$ cat config.mk
export PLATFORM = sky130hd
export DESIGN_NAME = spi_ram_ctrl
export DESIGN_NICKNAME = d
export VERILOG_FILES = /design/src/rtl/spi_ram_ctrl.sv
export SDC_FILE = /design/constraint.sdc
export NUM_CORES = 1
export LEC_CHECK = 0
export BUFFER_PORTS_ARGS = -buffer_cell sky130_fd_sc_hd__buf_2
export CORE_AREA = 2 2 82 84
export DETAILED_ROUTE_END_ITERATION = 8
export DIE_AREA = 0 0 84 86
export HOLD_SLACK_MARGIN = 0.08
export SYNTH_ARGS = -nofsm -noshare
export SYNTH_HDL_FRONTEND = slang
export SYNTH_SLANG_ARGS = --single-unit
$ cat constraint.sdc
create_clock -name clk -period 2 [get_ports clk]
set_input_delay 0.4 -clock clk [delete_from_list [all_inputs] [get_ports clk]]
set_output_delay 0.4 -clock clk [all_outputs]
set_load 0.02 [all_outputs]
$ cat src/rtl/spi_ram_ctrl.sv
// Command controller between an SPI slave's parallel rx/tx handshake and a single-port sync RAM.
// Optional feature: define SPI_RAM_AUTOINC_EN to post-increment wr_addr/rd_addr after each access.
module spi_ram_ctrl #(
  parameter int unsigned ADDR_width = 8
) (
  input  logic                  clk,
  input  logic                  rst,
  input  logic                  rx_valid,
  input  logic [ADDR_width+1:0] rx_data,
  output logic                  tx_valid,
  output logic [ADDR_width-1:0] tx_data,
  output logic                  mem_en,
  output logic                  mem_we,
  output logic [ADDR_width-1:0] mem_addr,
  output logic [ADDR_width-1:0] mem_wdata,
  input  logic [ADDR_width-1:0] mem_rdata,
  output logic                  busy,
  output logic                  overrun
);

  localparam int unsigned AW = ADDR_width;

  typedef enum logic [2:0] {
    IDLE    = 3'd0,
    WRITE   = 3'd1,
    RD_REQ  = 3'd2,
    RD_WAIT = 3'd3,
    TX      = 3'd4
  } state_t;

  state_t        state, state_nx;
  logic [AW-1:0] wr_addr, wr_addr_nx;
  logic [AW-1:0] rd_addr, rd_addr_nx;
  logic [AW-1:0] tx_data_nx, mem_addr_nx, mem_wdata_nx;
  logic          tx_valid_nx, mem_en_nx, mem_we_nx, busy_nx, overrun_nx;
  logic [1:0]    cmd;
  logic [AW-1:0] payload;

  assign cmd     = rx_data[AW+1:AW];
  assign payload = rx_data[AW-1:0];

  // Next-state and next-output decode; RAM strobes are computed one edge early so they
  // are registered high exactly during their own state cycle.
  always_comb begin
    state_nx     = state;
    wr_addr_nx   = wr_addr;
    rd_addr_nx   = rd_addr;
    tx_valid_nx  = 1'b0;
    tx_data_nx   = tx_data;
    mem_en_nx    = 1'b0;
    mem_we_nx    = 1'b0;
    mem_addr_nx  = mem_addr;
    mem_wdata_nx = mem_wdata;
    overrun_nx   = overrun | (rx_valid && (state != IDLE));

    case (state)
      IDLE: begin
        if (rx_valid) begin
          case (cmd)
            2'b00: wr_addr_nx = payload;
            2'b01: begin
              state_nx     = WRITE;
              mem_en_nx    = 1'b1;
              mem_we_nx    = 1'b1;
              mem_addr_nx  = wr_addr;
              mem_wdata_nx = payload;
            end
            2'b10: rd_addr_nx = payload;
            2'b11: begin
              state_nx    = RD_REQ;
              mem_en_nx   = 1'b1;
              mem_addr_nx = rd_addr;
            end
          endcase
        end
      end
      WRITE: begin
        state_nx = IDLE;
`ifdef SPI_RAM_AUTOINC_EN
        wr_addr_nx = wr_addr + AW'(1);
`endif
      end
      RD_REQ: begin
        state_nx = RD_WAIT;
`ifdef SPI_RAM_AUTOINC_EN
        rd_addr_nx = rd_addr + AW'(1);
`endif
      end
      RD_WAIT: begin
        state_nx    = TX;
        tx_data_nx  = mem_rdata;
        tx_valid_nx = 1'b1;
      end
      TX:      state_nx = IDLE;
      default: state_nx = IDLE;
    endcase

    busy_nx = (state_nx != IDLE);
  end

  always_ff @(posedge clk) begin
    if (rst) begin
      state     <= IDLE;
      wr_addr   <= '0;
      rd_addr   <= '0;
      tx_valid  <= 1'b0;
      tx_data   <= '0;
      mem_en    <= 1'b0;
      mem_we    <= 1'b0;
      mem_addr  <= '0;
      mem_wdata <= '0;
      busy      <= 1'b0;
      overrun   <= 1'b0;
    end else begin
      state     <= state_nx;
      wr_addr   <= wr_addr_nx;
      rd_addr   <= rd_addr_nx;
      tx_valid  <= tx_valid_nx;
      tx_data   <= tx_data_nx;
      mem_en    <= mem_en_nx;
      mem_we    <= mem_we_nx;
      mem_addr  <= mem_addr_nx;
      mem_wdata <= mem_wdata_nx;
      busy      <= busy_nx;
      overrun   <= overrun_nx;
    end
  end

endmodule

==> impl_metrics.yaml <==
grt:
  overflow: 0
  antenna_found_initial: 0
  grt_pass1_vias: 1312
  grt_usage: 0.111
  grt-busiest-layer: "met2"
  grtUsageMet1: 0.141
  grt_first_pass_wirelength_mm: 6.26
  use_met2: 0.172
  use_met3: 0.0337
  grt_max_degree: 45
yosys:
  ys_seq_elements: 48
  avgSynthCellArea_um2: 10.7
  syn_inst: 174
  synth_area_leaders: "dfxtp_1, mux2i_1, nand2b_1, o2bb2ai_1, nor2_1"
  synth_nets: 195
  synth_cell_types: 20
  yosys_warnings: 0
  synth_top_area_share: 0.515
  synth_top_area_cell: "dfxtp_1"
  syn-cell-area_um2: 1860
  seq_area_frac_synth: 0.515
placement:
  place_hpwl_mm: 2.55
  preCtsSetupSlack_ns: 0.0137
  portBuffers: 49
  dpl-instance-area_um2: 2180
  gp_congestion: 0.732
clock_network:
  cts_resized: 0
  postCtsSetupBuffers: 0
  root_buffer: "clkbuf_8"
  cts_tree: "built"
  clk_pin_slew_worst_paths_ns: 0.09
  clock_sinks: 48
  tritoncts.num_buffers: 5
  postCtsHoldBufs: 0
  htree_levels: 2
  clk_latency_ns: 0.30
  cts_buffer_depth: 2
sta:
  min_period_ns: 1.89
  hold_viol: 0
  fin_worst_skew_ns: 0.00631
  relSlewSlack: 0.439
  slew_viol_final: 0
  rsz0062_at_grt: "false"
  timing.final.crit_share: 0.947
  max_freq_ghz: 0.528
  fin_setup_tns_ns: 0
  holdWs_ns: 0.319
  worstMarginPinSlew_ns: 0.842
  timing.final.ws_setup_ns: 0.106
  finalSetupViolations: 0
route:
  vias_per_cell: 4.53
  wl_per_cell_um: 12.6
  drt_iter0_markers: 47
  ant_nets: 0
  vias: 1364
  firstDrtPassIters: 4
  drc: 0
  wirelength_mm: 3.78
hold_path:
  hold_depth: 3
  holdCritPathClass: "in -> reg"
critical_path:
  worst-path-buf-inv: 0
  crit_end: "mem_wdata[3]$_SDFFE_PP0P_"
  critical_path.startpoint: "state[2]$_SDFF_PP0_"
  start_kind: "flop"
  cp_top_family: "simple AND/OR/NAND/NOR gates"
  cp_max_fo: 9
  critPathCaptureType: "flop"
  r2r_cells: 3
  crit_slowest_cell: "or3b_1"
  crit_cells: 3
  worst_r2r_endpoint: "mem_wdata[3]$_SDFFE_PP0P_"
  r2r_start: "state[2]$_SDFF_PP0_"
  crit_path_cell_trace: "or4b_4, or3b_1, mux2i_1"
  critical_path_required_ns: 2.18
  r2r_setup_slack_ns: 0.11
  slowest_delay_ns: 0.63
  cp.arrival_ns: 2.07
  worst-setup-path-type: "reg -> reg"
power_and_ir_drop:
  p_seq_frac: 0.499
  p_leak_nw: 1.16
  p_int_mw: 1.56
  irDropWorstVdd_mv: 0.424
  pwr-share-clk: 0.420
  power.total_mw: 2.00
  comb_power_share: 0.081
  p_per_area_nw_per_um2: 860
  switching_share: 0.220
  power_switching_mw: 0.440
cells_and_area:
  synthToLayoutAreaGrowth_pct: 24.4
  antenna-diode-count: 0
  nets: 244
  layout_common_cells: "buf_2, dfxtp_1, mux2i_1"
  drive_gt1_frac: 0.272
  final_area_um2: 2320
  layout.cells.most_common: "buf_2"
floorplanning:
  die_area_um2: 7220
  io_pins: 50
  rows: 29
  start_util: 0.297
  core_area_um2: 6280
  fp.dieH_um: 86
  fp.dieW_um: 84
run:
  cap_violations: 0
status:
  status: "finished, final reports clean"
[metal layers]
layer	routed length, um	up-vias
li1	-	694
met1	1840	628
met2	1690	38
met3	202	4
met4	39	0
met5	0	-
[flip-flops by register name, indices dropped and copies added (netlist names)]
signal	cells
mem_wdata	8
tx_valid	1
overrun	1
mem_addr	8
tx_data	8
mem_we	1
state	3
rd_addr	8
mem_en	1
busy	1
wr_addr	8
[cells in the mapped netlist (all sizes together)]
master   count
a21oi        2
nand3b       1
nor4bb       1
or3b         1
or3          3
or4b         1
mux2i       40
nor3         2
clkbuf       8
nand2b      32
nor2        14
dfxtp       48
o21a         1
nand2        3
nor4         2
inv          3
o2bb2ai      8
a31oi        2
buf          2
[layout make-up]
cell class / count / area (um2)
clock buffer: 5 / 68.8
clock inverter: 3 / 68.8
fill: 648 / 3960
inverter: 3 / 11.3
multi-input combinational: 113 / 846
sequential: 48 / 961
tap: 77 / 96.3
timing repair buffer: 52 / 268
[through the flow]
step	utilization	std cells
after floorplan	-	174
after detailed placement	0.348	293
after CTS	0.370	301
after global placement	0.348	293
final	0.370	301
after global routing	0.370	301
[cells by family (layout without fill, tap and decap cells)]
kind of cell	after synthesis	count (layout)	share of synthesized area
AND/OR/NAND/NOR	60	60	0.185
flip-flops	48	48	0.515
buffers and inverters	13	63	0.0309
multiplexers	40	40	0.215
AO/OA/AOI/OAI	13	13	0.0537
[worst min-delay path by stage]
stage | start | end | slack [ns]
after floorplan | rd_addr[4]$_SDFFE_PP0P_ | rd_addr[4]$_SDFFE_PP0P_ | 0.45
final | mem_rdata[3] | tx_data[3]$_SDFFE_PP0P_ | 0.32
after global routing | mem_rdata[7] | tx_data[7]$_SDFFE_PP0P_ | 0.32
after global placement | mem_addr[5]$_SDFFE_PP0P_ | mem_addr[5]$_SDFFE_PP0P_ | 0.44
after CTS | mem_rdata[6] | tx_data[6]$_SDFFE_PP0P_ | 0.31
after detailed placement | mem_addr[0]$_SDFFE_PP0P_ | mem_addr[0]$_SDFFE_PP0P_ | 0.44
[power by group through the flow]
stage	logic (mW)	registers, mW	clock network (mW)
final	0.161	0.996	0.839
after global routing	0.176	1.00	0.909
after CTS	0.164	0.996	0.867
after global placement	0.163	1.02	0
after floorplan	0.0929	1.03	0
after detailed placement	0.163	1.02	0
[worst min-delay path: stages]
cell and delay (ns):
buf_2 0.07, mux2i_1 0.05, nor2_1 0.07
No activity file was read; power rests on OpenSTA's default activity.
